===== src/rtl/bsg_axi_burst_master_pkg.sv =====
// bsg_axi_burst_master_pkg: shared FSM states and AXI response/burst encodings
package bsg_axi_burst_master_pkg;
  typedef enum logic [2:0] {IDLE, WR_ADDR, WR_DATA, WR_RESP, RD_ADDR, RD_DATA, DONE} state_e;
  localparam logic [1:0] OKAY   = 2'b00;
  localparam logic [1:0] SLVERR = 2'b10;
  localparam logic [1:0] DECERR = 2'b11;
  localparam logic [1:0] INCR   = 2'b01;
  function automatic logic resp_err(input logic [1:0] resp);
    return resp != OKAY;
  endfunction
endpackage


===== src/rtl/bsg_axi_burst_master_if.sv =====
// bsg_axi_burst_master_if: single-ID AXI4 bus between the burst master and a memory slave
interface bsg_axi_burst_master_if #(
  parameter int axi_id_width_p   = 4,
  parameter int axi_addr_width_p = 32,
  parameter int axi_data_width_p = 32,
  parameter int axi_len_width_p  = 8
) ();
  localparam int axi_strb_width_lp = axi_data_width_p >> 3;
  logic [axi_id_width_p-1:0]    awid;
  logic [axi_addr_width_p-1:0]  awaddr;
  logic [axi_len_width_p-1:0]   awlen;
  logic [1:0]                   awburst;
  logic                         awvalid, awready;
  logic [axi_data_width_p-1:0]  wdata;
  logic [axi_strb_width_lp-1:0] wstrb;
  logic                         wlast, wvalid, wready;
  logic [axi_id_width_p-1:0]    bid;
  logic [1:0]                   bresp;
  logic                         bvalid, bready;
  logic [axi_id_width_p-1:0]    arid;
  logic [axi_addr_width_p-1:0]  araddr;
  logic [axi_len_width_p-1:0]   arlen;
  logic [1:0]                   arburst;
  logic                         arvalid, arready;
  logic [axi_id_width_p-1:0]    rid;
  logic [axi_data_width_p-1:0]  rdata;
  logic [1:0]                   rresp;
  logic                         rlast, rvalid, rready;
  modport master (
    output awid, awaddr, awlen, awburst, awvalid, input awready,
    output wdata, wstrb, wlast, wvalid, input wready,
    input bid, bresp, bvalid, output bready,
    output arid, araddr, arlen, arburst, arvalid, input arready,
    input rid, rdata, rresp, rlast, rvalid, output rready
  );
  modport slave (
    input awid, awaddr, awlen, awburst, awvalid, output awready,
    input wdata, wstrb, wlast, wvalid, output wready,
    output bid, bresp, bvalid, input bready,
    input arid, araddr, arlen, arburst, arvalid, output arready,
    output rid, rdata, rresp, rlast, rvalid, input rready
  );
endinterface


===== src/rtl/bsg_axi_beat_counter.sv =====
// bsg_axi_beat_counter: clearable beat counter flagging the final beat of a burst
module bsg_axi_beat_counter #(
  parameter int width_p = 8
) (
  input  logic               clk_i,
  input  logic               reset_n_i,
  input  logic               clear_i,
  input  logic               up_i,
  input  logic [width_p-1:0] len_i,
  output logic               last_o
);
  logic [width_p-1:0] r_cnt;
  always_ff @(posedge clk_i or negedge reset_n_i)
    if (!reset_n_i) r_cnt <= '0;
    else if (clear_i) r_cnt <= '0;
    else if (up_i) r_cnt <= r_cnt + 1'b1;
  assign last_o = r_cnt == len_i;
endmodule


===== src/rtl/bsg_axi_burst_master.sv =====
// bsg_axi_burst_master: turns command/stream transfers into one-at-a-time AXI4 INCR bursts
module bsg_axi_burst_master
  import bsg_axi_burst_master_pkg::*;
#(
  parameter int axi_id_width_p   = 4,
  parameter int axi_addr_width_p = 32,
  parameter int axi_data_width_p = 32,
  parameter int axi_len_width_p  = 8,
  parameter logic [axi_id_width_p-1:0] axi_id_p = '0,
  localparam int axi_strb_width_lp = axi_data_width_p >> 3,
  localparam int lg_beat_bytes_lp  = $clog2(axi_strb_width_lp)
) (
  input  logic                         clk_i,
  input  logic                         reset_n_i,
  input  logic                         cmd_v_i,
  output logic                         cmd_ready_o,
  input  logic                         cmd_write_i,
  input  logic [axi_addr_width_p-1:0]  cmd_addr_i,
  input  logic [axi_len_width_p-1:0]   cmd_len_i,
  input  logic [axi_data_width_p-1:0]  wdata_i,
  input  logic [axi_strb_width_lp-1:0] wstrb_i,
  input  logic                         wdata_v_i,
  output logic                         wdata_ready_o,
  output logic [axi_data_width_p-1:0]  rdata_o,
  output logic                         rdata_last_o,
  output logic                         rdata_v_o,
  input  logic                         rdata_ready_i,
  output logic                         done_v_o,
  output logic                         done_err_o,
  input  logic                         done_ready_i,
  bsg_axi_burst_master_if.master       axi
);
  localparam logic [axi_addr_width_p-1:0] addr_mask_lp = {axi_addr_width_p{1'b1}} << lg_beat_bytes_lp;
  state_e                        r_state;
  logic [axi_addr_width_p-1:0]   r_addr;
  logic [axi_len_width_p-1:0]    r_len;
  logic                          r_err;
  logic                          w_last, w_w_hs, w_r_hs;
  assign w_w_hs = r_state == WR_DATA && wdata_v_i && axi.wready;
  assign w_r_hs = r_state == RD_DATA && axi.rvalid && rdata_ready_i;
  bsg_axi_beat_counter #(.width_p(axi_len_width_p)) beat_cnt (
    .clk_i     (clk_i),
    .reset_n_i (reset_n_i),
    .clear_i   (cmd_v_i && cmd_ready_o),
    .up_i      (w_w_hs || w_r_hs),
    .len_i     (r_len),
    .last_o    (w_last)
  );
  always_ff @(posedge clk_i or negedge reset_n_i)
    if (!reset_n_i) begin
      r_state <= IDLE;
      r_addr  <= '0;
      r_len   <= '0;
      r_err   <= 1'b0;
    end else
      case (r_state)
        IDLE: if (cmd_v_i) begin
          r_addr  <= cmd_addr_i & addr_mask_lp;
          r_len   <= cmd_len_i;
          r_err   <= 1'b0;
          r_state <= cmd_write_i ? WR_ADDR : RD_ADDR;
        end
        WR_ADDR: if (axi.awready) r_state <= WR_DATA;
        WR_DATA: if (w_w_hs && w_last) r_state <= WR_RESP;
        WR_RESP: if (axi.bvalid) begin
          r_err   <= r_err | resp_err(axi.bresp);
          r_state <= DONE;
        end
        RD_ADDR: if (axi.arready) r_state <= RD_DATA;
        // rlast must coincide with the counted final beat; any disagreement is an error
        RD_DATA: if (w_r_hs) begin
          r_err <= r_err | resp_err(axi.rresp) | (axi.rlast != w_last);
          if (w_last) r_state <= DONE;
        end
        DONE: if (done_ready_i) r_state <= IDLE;
        default: r_state <= IDLE;
      endcase
  assign cmd_ready_o   = reset_n_i && r_state == IDLE;
  assign wdata_ready_o = r_state == WR_DATA && axi.wready;
  assign rdata_o       = axi.rdata;
  assign rdata_last_o  = axi.rlast;
  assign rdata_v_o     = r_state == RD_DATA && axi.rvalid;
  assign done_v_o      = r_state == DONE;
  assign done_err_o    = r_state == DONE && r_err;
  assign axi.awid      = axi_id_p;
  assign axi.awaddr    = r_addr;
  assign axi.awlen     = r_len;
  assign axi.awburst   = INCR;
  assign axi.awvalid   = r_state == WR_ADDR;
  assign axi.wdata     = wdata_i;
  assign axi.wstrb     = wstrb_i;
  assign axi.wlast     = w_last;
  assign axi.wvalid    = r_state == WR_DATA && wdata_v_i;
  assign axi.bready    = r_state == WR_RESP;
  assign axi.arid      = axi_id_p;
  assign axi.araddr    = r_addr;
  assign axi.arlen     = r_len;
  assign axi.arburst   = INCR;
  assign axi.arvalid   = r_state == RD_ADDR;
  assign axi.rready    = r_state == RD_DATA && rdata_ready_i;
endmodule


===== src/flat_wrapper.sv =====
// flat-port wrapper written by rule: the top's interface ports become plain ports
module bsg_axi_burst_master_flat import bsg_axi_burst_master_pkg::*;
#(
  parameter int axi_id_width_p   = 4,
  parameter int axi_addr_width_p = 32,
  parameter int axi_data_width_p = 32,
  parameter int axi_len_width_p  = 8,
  parameter logic [axi_id_width_p-1:0] axi_id_p = '0,
  localparam int axi_strb_width_lp = axi_data_width_p >> 3,
  localparam int lg_beat_bytes_lp  = $clog2(axi_strb_width_lp)
)
  (clk_i, reset_n_i, cmd_v_i, cmd_ready_o, cmd_write_i, cmd_addr_i, cmd_len_i, wdata_i, wstrb_i, wdata_v_i, wdata_ready_o, rdata_o, rdata_last_o, rdata_v_o, rdata_ready_i, done_v_o, done_err_o, done_ready_i, axi_awid, axi_awaddr, axi_awlen, axi_awburst, axi_awvalid, axi_awready, axi_wdata, axi_wstrb, axi_wlast, axi_wvalid, axi_wready, axi_bid, axi_bresp, axi_bvalid, axi_bready, axi_arid, axi_araddr, axi_arlen, axi_arburst, axi_arvalid, axi_arready, axi_rid, axi_rdata, axi_rresp, axi_rlast, axi_rvalid, axi_rready);
  bsg_axi_burst_master_if #(.axi_id_width_p(axi_id_width_p), .axi_addr_width_p(axi_addr_width_p), .axi_data_width_p(axi_data_width_p), .axi_len_width_p(axi_len_width_p)) axi_i ();
  input  logic clk_i;
  input  logic reset_n_i;
  input  logic cmd_v_i;
  output logic cmd_ready_o;
  input  logic cmd_write_i;
  input  logic [axi_addr_width_p-1:0] cmd_addr_i;
  input  logic [axi_len_width_p-1:0] cmd_len_i;
  input  logic [axi_data_width_p-1:0] wdata_i;
  input  logic [axi_strb_width_lp-1:0] wstrb_i;
  input  logic wdata_v_i;
  output logic wdata_ready_o;
  output logic [axi_data_width_p-1:0] rdata_o;
  output logic rdata_last_o;
  output logic rdata_v_o;
  input  logic rdata_ready_i;
  output logic done_v_o;
  output logic done_err_o;
  input  logic done_ready_i;
  output wire logic [$bits(axi_i.awid)-1:0] axi_awid;
  output wire logic [$bits(axi_i.awaddr)-1:0] axi_awaddr;
  output wire logic [$bits(axi_i.awlen)-1:0] axi_awlen;
  output wire logic [$bits(axi_i.awburst)-1:0] axi_awburst;
  output wire logic [$bits(axi_i.awvalid)-1:0] axi_awvalid;
  input wire logic [$bits(axi_i.awready)-1:0] axi_awready;
  output wire logic [$bits(axi_i.wdata)-1:0] axi_wdata;
  output wire logic [$bits(axi_i.wstrb)-1:0] axi_wstrb;
  output wire logic [$bits(axi_i.wlast)-1:0] axi_wlast;
  output wire logic [$bits(axi_i.wvalid)-1:0] axi_wvalid;
  input wire logic [$bits(axi_i.wready)-1:0] axi_wready;
  input wire logic [$bits(axi_i.bid)-1:0] axi_bid;
  input wire logic [$bits(axi_i.bresp)-1:0] axi_bresp;
  input wire logic [$bits(axi_i.bvalid)-1:0] axi_bvalid;
  output wire logic [$bits(axi_i.bready)-1:0] axi_bready;
  output wire logic [$bits(axi_i.arid)-1:0] axi_arid;
  output wire logic [$bits(axi_i.araddr)-1:0] axi_araddr;
  output wire logic [$bits(axi_i.arlen)-1:0] axi_arlen;
  output wire logic [$bits(axi_i.arburst)-1:0] axi_arburst;
  output wire logic [$bits(axi_i.arvalid)-1:0] axi_arvalid;
  input wire logic [$bits(axi_i.arready)-1:0] axi_arready;
  input wire logic [$bits(axi_i.rid)-1:0] axi_rid;
  input wire logic [$bits(axi_i.rdata)-1:0] axi_rdata;
  input wire logic [$bits(axi_i.rresp)-1:0] axi_rresp;
  input wire logic [$bits(axi_i.rlast)-1:0] axi_rlast;
  input wire logic [$bits(axi_i.rvalid)-1:0] axi_rvalid;
  output wire logic [$bits(axi_i.rready)-1:0] axi_rready;
  assign axi_awid = axi_i.awid;
  assign axi_awaddr = axi_i.awaddr;
  assign axi_awlen = axi_i.awlen;
  assign axi_awburst = axi_i.awburst;
  assign axi_awvalid = axi_i.awvalid;
  assign axi_i.awready = axi_awready;
  assign axi_wdata = axi_i.wdata;
  assign axi_wstrb = axi_i.wstrb;
  assign axi_wlast = axi_i.wlast;
  assign axi_wvalid = axi_i.wvalid;
  assign axi_i.wready = axi_wready;
  assign axi_i.bid = axi_bid;
  assign axi_i.bresp = axi_bresp;
  assign axi_i.bvalid = axi_bvalid;
  assign axi_bready = axi_i.bready;
  assign axi_arid = axi_i.arid;
  assign axi_araddr = axi_i.araddr;
  assign axi_arlen = axi_i.arlen;
  assign axi_arburst = axi_i.arburst;
  assign axi_arvalid = axi_i.arvalid;
  assign axi_i.arready = axi_arready;
  assign axi_i.rid = axi_rid;
  assign axi_i.rdata = axi_rdata;
  assign axi_i.rresp = axi_rresp;
  assign axi_i.rlast = axi_rlast;
  assign axi_i.rvalid = axi_rvalid;
  assign axi_rready = axi_i.rready;
  bsg_axi_burst_master #(.axi_id_width_p(axi_id_width_p), .axi_addr_width_p(axi_addr_width_p), .axi_data_width_p(axi_data_width_p), .axi_len_width_p(axi_len_width_p), .axi_id_p(axi_id_p)) u_core (.clk_i(clk_i), .reset_n_i(reset_n_i), .cmd_v_i(cmd_v_i), .cmd_ready_o(cmd_ready_o), .cmd_write_i(cmd_write_i), .cmd_addr_i(cmd_addr_i), .cmd_len_i(cmd_len_i), .wdata_i(wdata_i), .wstrb_i(wstrb_i), .wdata_v_i(wdata_v_i), .wdata_ready_o(wdata_ready_o), .rdata_o(rdata_o), .rdata_last_o(rdata_last_o), .rdata_v_o(rdata_v_o), .rdata_ready_i(rdata_ready_i), .done_v_o(done_v_o), .done_err_o(done_err_o), .done_ready_i(done_ready_i), .axi(axi_i));
endmodule

===== config.mk =====
export PLATFORM = sky130hd
export DESIGN_NAME = bsg_axi_burst_master_flat
export DESIGN_NICKNAME = d
export VERILOG_FILES = /design/src/rtl/bsg_axi_burst_master_pkg.sv /design/src/rtl/bsg_axi_burst_master_if.sv /design/src/rtl/bsg_axi_beat_counter.sv /design/src/rtl/bsg_axi_burst_master.sv /design/src/flat_wrapper.sv
export SDC_FILE = /design/constraint.sdc
export NUM_CORES = 1
export LEC_CHECK = 0
export ABC_CLOCK_PERIOD_IN_PS = 2150
export CORE_AREA = 2 2 117 119
export DETAILED_ROUTE_END_ITERATION = 8
export DIE_AREA = 0 0 119 121
export PLACE_DENSITY = 0.69
export SETUP_SLACK_MARGIN = 0.4
export SYNTH_ARGS = -nofsm -noshare
export SYNTH_HDL_FRONTEND = slang
export SYNTH_SLANG_ARGS = --single-unit

===== constraint.sdc =====
create_clock -name clk_i -period 2.15 [get_ports clk_i]
set_clock_uncertainty 0.05 [all_clocks]
set_input_delay 0.43 -clock clk_i [delete_from_list [all_inputs] [get_ports clk_i]]
set_output_delay 0.43 -clock clk_i [all_outputs]
set_load 0.03 [all_outputs]

==> results.tsv, run 1 <==
metric	value	unit
die footprint	14400	um2
setup_tns	0	ps
ys flop type	dfrtp_1	
Setup WS post-layout	89.2	ps
Mapped Avg Cell Area	10.6	um2
Seq/Total Area, Yosys	37.5	%
switching share of power	46.2	%
critical-path maximum fanout	2	
remaining antenna violation count	0	
Reg power frac	23.9	%
total global routing overflow	0	
met3 usage	4.65	%
final hold vios	0	
Avg WL per Cell	16.8	um
vias per cell	4.20	
RSZ-0062 raised after global routing	true	
crit-path leading delay family	simple AND/OR/NAND/NOR gates	
Placer Congestion	0.794	
vias in the first global route	2417	
Crit-path slowest cell	dfrtp_2	
# H-tree levels	2	
kind of critical path	reg2out	
gr usage total	12.6	%
Async S/R FF share, synth	100	%
flop2flop setup slack	190	ps
nets	539	
CTS sink count	50	
Max VDD drop	0.610	mV
Final min period	2060	ps
starting density of the core	25.5	%
routed wire length	9.73	mm
worst path arrival time	1580	ps
clock slew at reported path FFs	70	ps
Clock power frac	10.6	%
power density over cell area	1480	nW/um2
fraction of layout cells with a size suffix above 1	34.8	%
period utilisation layout	95.9	%
IO Pins	305	
top cells by area, synth	dfrtp_1 38%, buf_4 28%, mux2_2 9.8%	
Synth warnings	0	
Hold Path Class	in2async	
Netlist Area Pre-Place	3330	um2
Placed Area	4090	um2
First-pass DRT Iterations	4	
Pint	3.91	mW
largest net degree at the start of global routing	36	
Post-Synthesis Cells	316	
worst path cell trace	xor2_1, nor4_1, nand2_1, inv_2, buf_6	
TritonCTS buffer count	5	
DP Worst Slack	50.4	ps
Buf/Inv on CP	2	
CP endpoint kind	primary output	
DRC violations left	0	
final setup fails	0	
Root Buffer	clkbuf_16	
TritonCTS clock tree	done	
Core Box Area	13100	um2
crit start category	flop	
Post-synth EDFFs	0	
Yosys cell types	46	
Yosys reg bits	50	
# rows	42	
Worst path max stage delay	430	ps
IO buf count	142	
Die Width	119	um
Comb pwr share	65.5	%
status	finished, final reports clean	
clk_lat worst skew	290	ps
FMAX	485	MHz
vias	2442	
Clock Tree Buf Depth	2	
Most Crowded Layer GR	met2	
Initial DRC Count	36	
Net Switching	3.36	mW
top-area cell type share of the netlist area	37.5	%
met2 global-route usage	22.8	%
Max-Cap Viols	0	
area delta synth->final	47.1	%
Antenna diodes	0	
Die Ht	121	um
CP Data Required Time	1670	ps
fin. max-slew vios	0	
Yosys top cell by area	dfrtp_1	
detailed-placement wirelength estimate	6.27	mm
met1 track demand over resource	13.6	%
Leak	2.34	nW
antenna violations before repair	1	
first-pass GRT wire length	14.0	mm
Post-synth top cells	125 x buf_4, 50 x dfrtp_1, 29 x mux2_2, 14 x xor2_1, 13 x nor2_1	
most common cell in the synthesized netlist	buf_4	
post-route design area	4900	um2
[routing by layer]
layer	wire length, um	part of all wire [%]	vias up
li1	-	-	1082
met1	3470	36	1169
met2	5230	54	164
met3	847	8.7	25
met4	180	1.8	2
met5	11	0.11	-
[final cells by class]
type / count / area [um2]
fill: 1292 / 8180
timing repair buffer: 201 / 1990
multi-input combinational: 143 / 1280
sequential: 50 / 1260
tap: 176 / 220
clock buffer: 5 / 125
inverter: 4 / 15.0
clock inverter: 2 / 10.0
[path summary, 6_finish.rpt]
kind | from | depth (start not counted) | endpoint
setup / recovery | u_core.beat_cnt.r_cnt[2]$_DFFE_PN0P_ | 5 | axi_wlast
hold / removal | reset_n_i | 2 | u_core.r_state[1]$_DFFE_PN0P_
setup reg to reg | u_core.beat_cnt.r_cnt[2]$_DFFE_PN0P_ | 8 | u_core.r_state[0]$_DFFE_PN0P_
hold reg to reg | u_core.axi.araddr[29]$_DFFE_PN0P_ | 1 | u_core.axi.araddr[29]$_DFFE_PN0P_
max in group asynchronous | reset_n_i | 2 | u_core.beat_cnt.r_cnt[4]$_DFFE_PN0P_
min in group clk_i | u_core.axi.araddr[29]$_DFFE_PN0P_ | 1 | u_core.axi.araddr[29]$_DFFE_PN0P_
[logic make-up after synthesis]
group,after synthesis,synth area share (%)
XOR/XNOR,15,3.94
other,2,0.225
multiplexers,39,13.1
AND/OR/NAND/NOR,54,9.19
adder cells (fa/ha/maj),1,0.375
AO/OA/AOI/OAI,18,4.62
flip-flops,50,37.5
buffers and inverters,137,31.0
[power by group through the flow]
stage               combinational (mW)  sequential (mW)  clock [mW]
global route                      5.00             1.81       0.847
floorplan                         2.60             2.41           0
CTS                               4.38             1.74       0.807
detailed placement                4.31             1.79           0
finish                            4.76             1.74       0.768
global placement                  4.29             1.76           0
[state kept, by name, summed over array words and instances, names as in the netlist]
| register | count |
|---|---|
| u_core.r_state | 3 |
| u_core.axi.arlen | 8 |
| u_core.r_err | 1 |
| u_core.axi.araddr | 30 |
| u_core.beat_cnt.r_cnt | 8 |
[cell usage in the layout, fill, tap and decap left out, types with 3 or more instances in the layout]
cell type / count
and2_4: 7
and3_4: 3
buf_12: 7
buf_16: 4
buf_4: 34
buf_6: 24
clkbuf_16: 5
clkdlybuf4s50_1: 53
conb_1: 16
dfrtp_1: 46
dfrtp_2: 4
dlygate4sd2_1: 76
mux2_1: 7
mux2_2: 3
mux2_4: 28
nand2_1: 4
nand4_1: 4
nor2_1: 13
xor2_1: 14
[per-stage QoR]
stage / std cells / util (%) / hold slack [ps] / total power, mW
4_1_cts: 565 / 35.4 / 74.7 / 6.93
3_3_place_gp: 525 / 31.3 / 374 / 6.05
3_5_place_dp: 525 / 31.3 / 386 / 6.11
2_1_floorplan: 330 / - / 84.4 / 5.02
5_1_grt: 581 / 37.5 / 95.5 / 7.66
6_report: 581 / 37.5 / 90.1 / 7.27
[what timing repair did]
action / 4_1_cts / 5_1_grt
resized for setup: 140 / 42
endpoints found under the setup margin: 136 / 59
buffers inserted: 28 / 16
pin swaps: 10 / 21
hold buffers: 0 / 0
gates cloned: 5 / 0
(Power assumes the default switching activity.)
==> inputs of run 2 (changes only) <==
--- a/config.mk
+++ b/config.mk
@@ -10,6 +10,7 @@
 export DETAILED_ROUTE_END_ITERATION = 8
 export DIE_AREA = 0 0 119 121
 export PLACE_DENSITY = 0.69
+export RECOVER_POWER = 25
 export SETUP_SLACK_MARGIN = 0.4
 export SYNTH_ARGS = -nofsm -noshare
 export SYNTH_HDL_FRONTEND = slang
==> run 2 against run 1 <==
  * First-iteration DRC count did not move
  * Combinational power barely moved
  * Critical path depth did not move
  * Worst setup slack barely moved
  * Global-route usage did not move
  * Clock power barely moved
  * Sequential power barely moved
  * Cell count did not move
  * Critical path type unchanged
  * Largest cell class unchanged
  * Largest power group unchanged
==> results.tsv, run 2 (synthesis results as in run 1) <==
metric	value	unit	change
# H-tree levels	2		unchanged
largest net degree at the start of global routing	36		unchanged
IO buf count	142		unchanged
CP endpoint kind	primary output		
Worst path max stage delay	430	ps	about the same
Antenna diodes	0		unchanged
post-route design area	4900	um2	-0.15%
Buf/Inv on CP	2		unchanged
Max-Cap Viols	0		unchanged
Placed Area	4090	um2	unchanged
Root Buffer	clkbuf_16		
DRC violations left	0		unchanged
remaining antenna violation count	0		unchanged
met2 global-route usage	22.8	%	unchanged
clock slew at reported path FFs	70	ps	about the same
TritonCTS clock tree	done		
Leak	2.33	nW	-0.30%
FF+latch area	1260	um2	unchanged
crit-path leading delay family	simple AND/OR/NAND/NOR gates		
FMAX	485	MHz	about the same
Placer Congestion	0.794		unchanged
Layout Utilization	37.4	%	-0.057 points
critical-path maximum fanout	2		unchanged
detailed-placement wirelength estimate	6.27	mm	unchanged
Final min period	2060	ps	+0.0331 ps
nets	539		unchanged
gr usage total	12.6	%	unchanged
TritonCTS buffer count	5		unchanged
worst-margin pin slew	926	ps	
routed wire length	9.73	mm	about the same
kind of critical path	reg2out		
Crit-path slowest cell	dfrtp_2		
Hold Path Class	in2async		
Most Crowded Layer GR	met2		
CP Data Required Time	1670	ps	about the same
number of flip-flops in the largest register	30		unchanged
hold buffers post-CTS	0		unchanged
total global routing overflow	0		unchanged
fraction of layout cells with a size suffix above 1	34.3	%	-0.49 points
vias in the first global route	2417		unchanged
status	finished, final reports clean		
vias per cell	4.20		-0.16%
area delta synth->final	46.8	%	
crit start category	flop		
CTS sink count	50		unchanged
# rows	42		unchanged
Critical path origin	u_core.beat_cnt.r_cnt[2]$_DFFE_PN0P_		
Core Box Area	13100	um2	unchanged
power density over cell area	1480	nW/um2	+0.12%
final setup fails	0		unchanged
Slew HR	38.3	%	
fin. max-slew vios	0		unchanged
commonest non-fill, non-tap cell in the layout	dlygate4sd2_1		
starting density of the core	25.5	%	unchanged
worst path cell trace	xor2_1, nor4_1, nand2_1, inv_2, buf_6		
die footprint	14400	um2	unchanged
most frequent cells in the layout	76 x dlygate4sd2_1, 53 x clkdlybuf4s50_1, 46 x dfrtp_1, 32 x buf_4, 28 x mux2_4		
Max VDD drop	0.610	mV	about the same
IO Pins	305		unchanged
Die Width	119	um	unchanged
Avg WL per Cell	16.7	um	about the same
period utilisation layout	95.9	%	about the same
Initial DRC Count	36		unchanged
setup_tns	0	ps	unchanged
vias	2438		-0.16%
RSZ-0062 raised after global routing	true		
Clock Tree Buf Depth	2		unchanged
first-pass GRT wire length	14.0	mm	unchanged
antenna violations before repair	0		-1
First-pass DRT Iterations	4		unchanged
Multi-input gate area	1280	um2	unchanged
final hold vios	0		unchanged
met3 usage	4.65	%	unchanged
met1 track demand over resource	13.6	%	unchanged
Die Ht	121	um	unchanged
worst path arrival time	1580	ps	about the same
clk_lat worst skew	290	ps	about the same
Worst R2R Start	u_core.beat_cnt.r_cnt[2]$_DFFE_PN0P_		
Fillers	1291		-0.077%
run 2: final timing paths:
check	endpoint	slack, ps	cells past startpoint
setup / recovery	axi_wlast	90	5
hold / removal	u_core.r_state[0]$_DFFE_PN0P_	380	2
setup reg to reg	u_core.r_state[0]$_DFFE_PN0P_	190	8
hold reg to reg	u_core.axi.araddr[29]$_DFFE_PN0P_	460	1
max in group asynchronous	u_core.beat_cnt.r_cnt[4]$_DFFE_PN0P_	990	2
min in group clk_i	u_core.axi.araddr[29]$_DFFE_PN0P_	460	1
run 2: area by class of cell:
type / instances / share of cell area [%]
Clock inverter: 2 / 0.204
Sequential cell: 50 / 25.7
Multi-Input combinational cell: 143 / 26.2
Clock buffer: 5 / 2.56
Inverter: 4 / 0.307
Timing Repair Buffer: 201 / 40.6
Tap cell: 176 / 4.50
run 2: what timing repair did:
| action | 4_1_cts | 5_1_grt |
|---|---|---|
| setup endpoints to repair | 136 | 59 |
| cloned | 5 | 0 |
| pin swaps | 10 | 21 |
| gates resized for setup | 140 | 42 |
| buffers inserted | 28 | 16 |
run 2: per-layer routing:
metal | routed length, um | up-vias
met5 | 0 | -
met1 | 3460 | 1169
met4 | 179 | 0
met2 | 5230 | 164
li1 | - | 1082
met3 | 859 | 23
run 2: report_power, final:
part / switching [mW] / total [mW] / internal [mW] / leakage [nW]
sequential: 0.367 / 1.74 / 1.37 / 0.606
combinational: 2.65 / 4.76 / 2.11 / 1.66
clock: 0.347 / 0.768 / 0.421 / 0.0694
total: 3.36 / 7.27 / 3.91 / 2.33
run 2: metrics by stage:
stage / cells / total power [mW] / worst slack (ps) / hold slack [ps]
finish: 581 / 7.27 / 89.1 / 384
global route: 581 / 7.65 / 45.2 / 455
CTS: 565 / 6.93 / 164 / 74.7
detailed placement: 525 / 6.11 / 50.4 / 386
global placement: 525 / 6.05 / 56.8 / 374
floorplan: 330 / 5.02 / 399 / 84.4
